<file path="src/rtl/bitstream_pkg.sv">
// -----------------------------------------------------------------------------
// bitstream_pkg
//
// Shared definitions for the bitstream serializer:
//   state_t              - serializer FSM states (IDLE, SHIFT, GAP)
//   DEFAULT_GAP_CYCLES   - default number of idle cycles after each frame
//   DEFAULT_IDLE_BIT     - default dout level when no frame bit is valid
//   GAP_COUNT_WIDTH      - width of the inter-frame gap counter (0..15)
//   bit_count_width()    - width of the frame bit counter for a given word width
// -----------------------------------------------------------------------------
package bitstream_pkg;

    typedef enum logic [1:0] {
        IDLE  = 2'd0,
        SHIFT = 2'd1,
        GAP   = 2'd2
    } state_t;

    localparam int DEFAULT_GAP_CYCLES = 0;
    localparam bit DEFAULT_IDLE_BIT   = 1'b0;

    // GAP_CYCLES is limited to 0..15, so four bits always hold GAP_CYCLES-1.
    localparam int GAP_COUNT_WIDTH = 4;

    // One spare bit above what WIDTH+1 needs, so the counter holds the longest
    // frame (data plus an optional parity bit) without any risk of overflow.
    function automatic int bit_count_width(input int width);
        return $clog2(width + 1) + 1;
    endfunction

endpackage

</file>
<file path="src/rtl/bitstream_bit_counter.sv">
// -----------------------------------------------------------------------------
// bitstream_bit_counter
//
// Loadable down-counter with a zero flag. Used by the serializer both for the
// remaining bits of a frame and for the idle cycles after a frame.
//
// Ports:
//   clk         - clock, rising edge
//   rst_n       - asynchronous active-low reset, clears the count
//   load        - load load_value (has priority over dec)
//   load_value  - value to load
//   dec         - decrement by one; ignored once the count is zero (no wrap)
//   count       - current count
//   zero        - count equals zero
// -----------------------------------------------------------------------------
module bitstream_bit_counter #(
    parameter int CW = 4
) (
    input  logic          clk,
    input  logic          rst_n,
    input  logic          load,
    input  logic [CW-1:0] load_value,
    input  logic          dec,
    output logic [CW-1:0] count,
    output logic          zero
);

    assign zero = (count == '0);

    // NOTE: state registers use non-blocking assignments so every flop samples
    // the pre-edge value of its inputs, independent of block ordering.
    always_ff @(posedge clk or negedge rst_n) begin
        if (!rst_n) begin
            count <= '0;
        end else if (load) begin
            count <= load_value;
        end else if (dec && !zero) begin
            count <= count - CW'(1);
        end
    end

endmodule

</file>
<file path="src/rtl/bitstream_serializer.sv">
// -----------------------------------------------------------------------------
// bitstream_serializer
//
// Parallel-to-serial converter with a valid/ready word interface. A word is
// accepted on a rising edge where data_valid and data_ready are both high; its
// first bit appears on dout one cycle later, one bit per cycle, followed by
// GAP_CYCLES idle cycles. With GAP_CYCLES == 0 a new word can be accepted
// during the last bit of the current frame, giving gap-free back-to-back frames.
//
// Optional feature (compile-time macro BITSTREAM_SERIALIZER_PARITY_EN):
//   appends one even-parity bit (XOR of all data bits) after the data bits;
//   frame_done then marks the parity bit instead of the last data bit.
//
// Parameters:
//   WIDTH       - parallel word width, 2..32
//   MSB_FIRST   - 1: bit WIDTH-1 sent first, 0: bit 0 sent first
//   GAP_CYCLES  - idle cycles after every frame, 0..15
//   IDLE_BIT    - dout level whenever no frame bit is valid
//
// Ports:
//   clk         - clock, rising edge
//   rst_n       - asynchronous active-low reset; aborts any frame in progress
//   data_in     - parallel word to serialize
//   data_valid  - data_in holds a word for transfer
//   data_ready  - serializer accepts a word this cycle (combinational from state)
//   dout        - serial bit stream (registered)
//   dout_valid  - dout carries a frame bit (registered)
//   frame_done  - one-cycle pulse with the last bit of a frame (registered)
//   busy        - high while shifting or in the inter-frame gap
// -----------------------------------------------------------------------------
module bitstream_serializer
    import bitstream_pkg::*;
#(
    parameter int WIDTH      = 8,
    parameter bit MSB_FIRST  = 1'b1,
    parameter int GAP_CYCLES = DEFAULT_GAP_CYCLES,
    parameter bit IDLE_BIT   = DEFAULT_IDLE_BIT
) (
    input  logic             clk,
    input  logic             rst_n,
    input  logic [WIDTH-1:0] data_in,
    input  logic             data_valid,
    output logic             data_ready,
    output logic             dout,
    output logic             dout_valid,
    output logic             frame_done,
    output logic             busy
);

`ifdef BITSTREAM_SERIALIZER_PARITY_EN
    localparam int PARITY_BITS = 1;
`else
    localparam int PARITY_BITS = 0;
`endif

    localparam int FRAME_LEN = WIDTH + PARITY_BITS;
    localparam int CW        = bit_count_width(WIDTH);
    localparam bit HAS_GAP   = (GAP_CYCLES > 0);

    // The bit counter holds the number of frame bits still to come after the
    // one currently on dout, so it reads zero while the last bit is shown.
    localparam logic [CW-1:0] BIT_LOAD  = CW'(FRAME_LEN - 1);
    localparam logic [CW-1:0] LAST_STEP = CW'(1);

    // The gap counter reads zero during the final gap cycle.
    localparam logic [GAP_COUNT_WIDTH-1:0] GAP_LOAD =
        GAP_COUNT_WIDTH'(HAS_GAP ? GAP_CYCLES - 1 : 0);

    state_t           state;
    state_t           state_next;
    logic [WIDTH-1:0] shreg;
    logic             transfer;

    logic             bit_load;
    logic             bit_dec;
    logic [CW-1:0]    bit_count;
    logic             bit_zero;

    logic             gap_load;
    logic             gap_dec;
    logic             gap_zero;
    logic [GAP_COUNT_WIDTH-1:0] gap_count_unused;

`ifdef BITSTREAM_SERIALIZER_PARITY_EN
    logic             parity_bit;
`endif

    // Bit that leaves the shift register next, and the register after it left.
    function automatic logic first_bit(input logic [WIDTH-1:0] word);
        return MSB_FIRST ? word[WIDTH-1] : word[0];
    endfunction

    function automatic logic [WIDTH-1:0] advance(input logic [WIDTH-1:0] word);
        return MSB_FIRST ? {word[WIDTH-2:0], 1'b0} : {1'b0, word[WIDTH-1:1]};
    endfunction

    // ------------------------------------------------------------------------
    // Handshake and status
    // ------------------------------------------------------------------------
    // Without a gap the next word is taken while the last bit is on the line,
    // which is what keeps back-to-back frames contiguous.
    assign data_ready = (state == IDLE) ||
                        ((state == SHIFT) && bit_zero && !HAS_GAP);
    assign transfer   = data_valid && data_ready;
    assign busy       = (state != IDLE);

    // ------------------------------------------------------------------------
    // FSM
    // ------------------------------------------------------------------------
    always_ff @(posedge clk or negedge rst_n) begin
        if (!rst_n) begin
            state <= IDLE;
        end else begin
            state <= state_next;
        end
    end

    // NOTE: every output of this block is given a default before the case, so
    // no path leaves a signal unassigned and no latch is inferred.
    always_comb begin
        state_next = state;
        bit_load   = 1'b0;
        bit_dec    = 1'b0;
        gap_load   = 1'b0;
        gap_dec    = 1'b0;
        case (state)
            IDLE: begin
                if (transfer) begin
                    state_next = SHIFT;
                    bit_load   = 1'b1;
                end
            end
            SHIFT: begin
                if (!bit_zero) begin
                    bit_dec = 1'b1;
                end else if (transfer) begin
                    bit_load = 1'b1;
                end else if (HAS_GAP) begin
                    state_next = GAP;
                    gap_load   = 1'b1;
                end else begin
                    state_next = IDLE;
                end
            end
            GAP: begin
                if (gap_zero) begin
                    state_next = IDLE;
                end else begin
                    gap_dec = 1'b1;
                end
            end
            default: begin
                state_next = IDLE;
            end
        endcase
    end

    // ------------------------------------------------------------------------
    // Counters
    // ------------------------------------------------------------------------
    bitstream_bit_counter #(
        .CW (CW)
    ) u_bit_counter (
        .clk        (clk),
        .rst_n      (rst_n),
        .load       (bit_load),
        .load_value (BIT_LOAD),
        .dec        (bit_dec),
        .count      (bit_count),
        .zero       (bit_zero)
    );

    bitstream_bit_counter #(
        .CW (GAP_COUNT_WIDTH)
    ) u_gap_counter (
        .clk        (clk),
        .rst_n      (rst_n),
        .load       (gap_load),
        .load_value (GAP_LOAD),
        .dec        (gap_dec),
        .count      (gap_count_unused),
        .zero       (gap_zero)
    );

    // ------------------------------------------------------------------------
    // Datapath: shift register and registered outputs
    // ------------------------------------------------------------------------
    // The first bit goes straight to dout at the transfer edge; the shift
    // register keeps only the bits that have not been sent yet.
    //
    // NOTE: the shift register is reset along with the control state; it is a
    // handful of flops rather than a memory array, so clearing it costs nothing
    // and keeps a post-reset dump free of stale data.
    always_ff @(posedge clk or negedge rst_n) begin
        if (!rst_n) begin
            shreg      <= '0;
            dout       <= IDLE_BIT;
            dout_valid <= 1'b0;
            frame_done <= 1'b0;
`ifdef BITSTREAM_SERIALIZER_PARITY_EN
            parity_bit <= 1'b0;
`endif
        end else begin
            frame_done <= 1'b0;
            if (bit_load) begin
                dout       <= first_bit(data_in);
                dout_valid <= 1'b1;
                shreg      <= advance(data_in);
`ifdef BITSTREAM_SERIALIZER_PARITY_EN
                parity_bit <= ^data_in;
`endif
            end else if (bit_dec) begin
                dout_valid <= 1'b1;
                frame_done <= (bit_count == LAST_STEP);
`ifdef BITSTREAM_SERIALIZER_PARITY_EN
                dout       <= (bit_count == LAST_STEP) ? parity_bit : first_bit(shreg);
`else
                dout       <= first_bit(shreg);
`endif
                shreg      <= advance(shreg);
            end else begin
                dout       <= IDLE_BIT;
                dout_valid <= 1'b0;
            end
        end
    end

endmodule
</file>
<file path="config.mk">
export PLATFORM = sky130hd
export DESIGN_NAME = bitstream_serializer
export DESIGN_NICKNAME = d
export VERILOG_FILES = /design/src/rtl/bitstream_pkg.sv /design/src/rtl/bitstream_bit_counter.sv /design/src/rtl/bitstream_serializer.sv
export SDC_FILE = /design/constraint.sdc
export NUM_CORES = 1
export LEC_CHECK = 0
export CORE_MARGIN = 4
export CORE_UTILIZATION = 47
export CTS_CLUSTER_DIAMETER = 40
export CTS_CLUSTER_SIZE = 10
export DETAILED_ROUTE_END_ITERATION = 7
export PLACE_DENSITY = 0.81
export SYNTH_ARGS = -nofsm -noshare
export SYNTH_HDL_FRONTEND = slang
export SYNTH_HIERARCHICAL = 1
export SYNTH_SLANG_ARGS = --single-unit
</file>
<file path="constraint.sdc">
create_clock -name clk -period 2.86 [get_ports clk]
set_input_delay 0.429 -clock clk [delete_from_list [all_inputs] [get_ports clk]]
set_output_delay 0.429 -clock clk [all_outputs]
set_load 0.1 [all_outputs]
</file>
# ---- Yosys cells after proc, flatten, opt, wreduce, memory -nomap -nowiden
# Cells that the tools add are included.
dict set report word_totals {
  in_bits 11
  reg_bits 22
  out_inout_bits 5
}
dict set report classes {
  n_addsub 2
  reduce_logical 14
  eq_ne 7
  muxes 22
}
# cell count
set op_table {}
lappend op_table {{$mux W8} 2}
lappend op_table {{$mux W1} 12}
lappend op_table {{$mux W5} 2}
lappend op_table {{$mux W2} 4}
lappend op_table {{$ne A2 B2 Y1 const B} 3}
lappend op_table {{$pmux W2 S3} 1}
lappend op_table {{$reduce_bool A2 Y1} 3}
lappend op_table {{$eq A5 B1 Y1 const B} 1}
lappend op_table {{$logic_not A5 Y1} 1}
lappend op_table {{$sub A5 B1 Y5 const B} 1}
lappend op_table {{$logic_and A1 B1 Y1} 4}
lappend op_table {{$logic_not A4 Y1} 1}
lappend op_table {{$reduce_and A4 Y1} 1}
lappend op_table {{$sub A4 B1 Y4 const B} 1}
lappend op_table {{$eq A2 B1 Y1 const B} 1}
lappend op_table {{$eq A2 B2 Y1 const B} 1}
lappend op_table {{$logic_not A1 Y1} 2}
lappend op_table {{$logic_not A2 Y1} 1}
lappend op_table {{$ne A2 B1 Y1 const B} 1}
lappend op_table {{$pmux W1 S2} 1}
lappend op_table {{$logic_or A1 B1 Y1} 1}

# ---- Logic depth before layout (Yosys ltp)
dict set report logic_depth {
  word_depth 8
  ltp_mapped 11
  depth_no_buf 9
}

# ---- Cells and area by module
# The synthesis kept the hierarchy.
# mod area_each_um2 cells_each seq_area_each_um2 n_inst
set modules_own_cells {}
lappend modules_own_cells {bitstream_serializer 559.3 39 275.3 1}
lappend modules_own_cells {bitstream_bit_counter 304.0 32 125.1 1}

# ---- Worst setup path before layout
# Ideal clock, no wire load.
dict set report synth_timing {
  path_kind {reg-to-reg}
  start {register u_bit_counter.count[0]}
  end {register u_bit_counter.count[3]}
  arrival_time_ns 2.237
  slack_ns 0.501
  path_stages_with_launch 12
  path_cell_list {dfrtp_1 > inv_1 > ha_1 > or4b_4 > inv_1 > nor2b_4 > inv_2 > buf_6 > and2_1 > clkbuf_1 > nor2b_1 > a21oi_2}
}
# item line
set synth_rtl {}
lappend synth_rtl {{start: declaration} bitstream_bit_counter.sv:24} ;# output logic [CW-1:0] count,
lappend synth_rtl {{start signal: assignment} bitstream_bit_counter.sv:36} ;# count <= load_value;
lappend synth_rtl {{start signal: assignment} bitstream_bit_counter.sv:38} ;# count <= count - CW'(1);
lappend synth_rtl {{$logic_not A5 Y1} bitstream_bit_counter.sv:28} ;# assign zero = (count == '0);
lappend synth_rtl {{net bit_zero} bitstream_serializer.sv:77} ;# logic bit_zero;
lappend synth_rtl {{$mux W1} bitstream_serializer.sv:134} ;# if (!bit_zero) begin
lappend synth_rtl {{$mux W1} bitstream_serializer.sv:126} ;# case (state)
lappend synth_rtl {{net bit_dec} bitstream_serializer.sv:75} ;# logic bit_dec;
lappend synth_rtl {{$logic_and A1 B1 Y1} bitstream_bit_counter.sv:37} ;# end else if (dec && !zero) begin
lappend synth_rtl {{$reduce_bool A2 Y1 (no line)} n/a}
# The timed path passes the listed nets, and every way through them passes these cells. The select of a mux whose other input is x is not followed.
# A chain may end at the register's enable or synchronous reset.

# ---- Worst setup path after layout
dict set report layout_timing {
  start {register u_bit_counter.count[0]}
  end {output port data_ready}
}
dict set report layout_via {
  elab_chain_len 3
}
# item line
set layout_lines {}
lappend layout_lines {{$logic_not A5 Y1} bitstream_bit_counter.sv:28}
lappend layout_lines {{net bit_zero} bitstream_serializer.sv:77}
lappend layout_lines {{$logic_and A1 B1 Y1} bitstream_serializer.sv:103} ;# ((state == SHIFT) && bit_zero && !HAS_GAP);
lappend layout_lines {{$logic_or A1 B1 Y1} bitstream_serializer.sv:102} ;# assign data_ready = (state == IDLE) ||
lappend layout_lines {{end: declaration} bitstream_serializer.sv:43} ;# output logic data_ready,
# The timed path passes the listed nets, and every way through them passes these cells.

==> impl_metrics.json <==
{
  "status": "finished clean",
  "synthToLayoutAreaGrowth_pct": 23.5,
  "cp_cell_sequence": "inv_1 -> ha_1 -> or4b_4 -> inv_1 -> nor2b_4 -> inv_2 -> buf_12",
  "r2r_start": "u_bit_counter/count[0]",
  "hpwlAfterDp_mm": 1.06,
  "layout.area.seq_sq_um": 400,
  "min_path_cells": 1,
  "whs_ns": 0.493,
  "cts_tree": "built",
  "hold_violations": 0,
  "cp.arrival_ns": 2.19,
  "rr_worst_depth": 9,
  "hold_path_end": "frame_done",
  "maxSlewViolCount": 0,
  "synth_edf_count": 0,
  "synth_adder_area_share_pct": 1.45,
  "avgSynthCellArea_sq_um": 12.2,
  "multi_input_area_sq_um": 433,
  "yosys-top-cells-area": "dfrtp_1 (46%), mux2_4 (17%), a21oi_1 (2.9%)",
  "syn_inst": 71,
  "end_kind": "primary output",
  "port_buffers": 15,
  "diodes": 0,
  "setup-tns-final_ns": 0,
  "synth_area_sq_um": 863,
  "overflow": 0,
  "async_flop_share_pct": 100,
  "max_cap_violations": 0,
  "synth.distinct_cells": 29,
  "io_pins": 16,
  "vias_per_cell": 4.83,
  "dr.pass1.iters": 4,
  "yosys.area_share.simple_pct": 17.0,
  "synth_top_cells_by_count": "dfrtp_1 (16), mux2_4 (10), a21oi_1 (5)",
  "synth_xor_area_share_pct": 0,
  "postCtsSetupRepairBufs": 0,
  "slowest_stage": "or4b_4",
  "route.detailed.drc": 0,
  "grt_max_degree": 17,
  "clk_latency_ns": 0.29,
  "grt_pass1_vias": 561,
  "pre_cts_ws_ns": 0.440,
  "synth_top_family_by_area": "multiplexers",
  "wire_per_inst_um": 12.8,
  "synth_compound_area_share_pct": 8.41,
  "place.gp.congestion": 0.671,
  "period_share_pct": 91.7,
  "fin_ws_ns": 0.238,
  "drive_above_1_share_pct": 30.0,
  "path_class": "flip-flop to primary output",
  "h-tree-depth": 1,
  "start_kind": "flip-flop",
  "start_util_pct": 50.0,
  "fin_cells": 115,
  "min_path_type": "flip-flop to flip-flop",
  "die_area_sq_um": 2590,
  "reg2reg_to": "u_bit_counter/count[3]",
  "yosysTopAreaCell": "dfrtp_1",
  "power_leakage_nw": 0.503,
  "grt_setup_unrepaired": "no",
  "crit_family": "buffers and inverters",
  "muxShareOfSynthArea_pct": 21.2,
  "final.fill_count": 147,
  "drtIter0Drc": 6,
  "cts_resized": 0,
  "setup_viol": 0,
  "cts.clk_slew.worst_paths_ns": 0.09,
  "cp_max_fo": 11,
  "cts_inserted_buffers": 3,
  "seq_area_frac_synth_pct": 46.4,
  "timing.slew.headroom_pct": 52.5,
  "synth.most_common_cell": "dfrtp_1",
  "ys_ff_latch": 16,
  "final_nets": 103,
  "powerDensity_nw_per_um2": 1030,
  "hold_buffers": 0,
  "clock_skew_ns": 0.00576,
  "crit_path_frequent_cell": "inv_1",
  "max_stage_delay_ns": 0.49,
  "ant_nets": 0,
  "synth_ff_type": "dfrtp_1",
  "coreArea_sq_um": 1730,
  "clock-sinks": 16,
  "crit_buf_inv": 4,
  "r2r_setup_slack_ns": 0.43,
  "antenna_found_initial": 0,
  "clockBufferDepth": 2,
  "grt_usage_pct": 13.2,
  "vdd_drop_max_mv": 0.469,
  "cts-root-buf": "clkbuf_4",
  "dr_total_vias": 555,
  "place_inst": 111,
  "ys_warn_count": 6,
  "grt_pass1_wl_mm": 2.45,
  "fp.dieW_um": 50.9,
  "period_minus_slack_ns": 2.62,
  "synth_top_area_share_pct": 46.4,
  "num_rows": 15,
  "routed_wl_mm": 1.47,
  "max_freq_mhz": 381,
  "tightest_slew_ns": 0.711,
  "required_ns": 2.43,
  "min_from": "u_bit_counter/count[4]",
  "die_h_um": 50.9
}
layer usage:
| metal | up-vias | GRT usage, % | routed length [um] |
|---|---|---|---|
| met5 | - | 0 | 0 |
| met3 | 4 | 4.66 | 56 |
| li1 | 278 | - | - |
| met1 | 262 | 14.6 | 688 |
| met2 | 11 | 21.1 | 687 |
| met4 | 0 | 9.42 | 41 |
cell usage in the layout (no fill, tap or decap), types with 2 or more instances in the layout:
cell type	instances
a21oi_1	5
buf_4	4
clkbuf_4	3
clkdlybuf4s50_1	10
conb_1	5
dfrtp_1	16
inv_1	3
mux2_2	2
mux2_4	10
nand2_1	4
nand2b_1	3
nor2b_1	2
o21ai_0	2
or3_1	2
or4b_1	2
per-stage QoR:
stage | cell area [sq um] | util, % | power [W]
final | 1070 | 61.7 | 0.00110
after global routing | 1070 | 61.7 | 0.00118
after CTS | 1070 | 61.7 | 0.00111
after detailed placement | 1030 | 59.6 | 0.000959
after global placement | 1030 | 59.6 | 0.000945
after floorplan | 875 | - | 0.000845
worst max path at each step:
stage | from | end | cells after the start
after floorplan | u_bit_counter/count[0] | u_bit_counter/count[3] | 11
after CTS | u_bit_counter/count[0] | data_ready | 7
after global placement | u_bit_counter/count[0] | u_bit_counter/count[3] | 9
after detailed placement | u_bit_counter/count[0] | u_bit_counter/count[3] | 9
final | u_bit_counter/count[0] | data_ready | 7
after global routing | u_bit_counter/count[0] | data_ready | 7
state kept, by name (all words and copies together) (netlist names):
name / flops
shreg: 7
u_bit_counter/count: 5
dout: 1
dout_valid: 1
frame_done: 1
state: 1
layout make-up:
class	count	area share (%)
multi-input combinational	51	40.6
sequential	16	37.6
timing repair buffer	15	14.1
clock buffer	4	3.40
tap	25	2.93
inverter	4	1.41
power by group:
group	internal, W	leakage (nW)	switching [W]	total, W
sequential	0.000309	0.200	0.0000579	0.000367
clock	0.0000775	0.0210	0.0000707	0.000148
combinational	0.000256	0.282	0.000332	0.000588
total	0.000642	0.503	0.000461	0.00110
worst register-to-register path, delay by kind of cell, from the launching register on:
| family | cells | cell delay, ns |
|---|---|---|
| fa+ha+maj | 1 | 0.17 |
| compound gates | 1 | 0.04 |
| flops | 1 | 0.41 |
| simple gates | 4 | 1.18 |
| buf+inv | 3 | 0.52 |
cell families (layout without fill, tap and decap cells):
family / count (synthesis) / in the layout
adders and majority gates: 1 / 1
other: 2 / 5
DFF: 16 / 16
muxes: 13 / 13
buffers and inverters: 7 / 23
and+or+nand+nor: 21 / 21
AOI/OAI and AO/OA: 11 / 11
(Power assumes the default switching activity.)
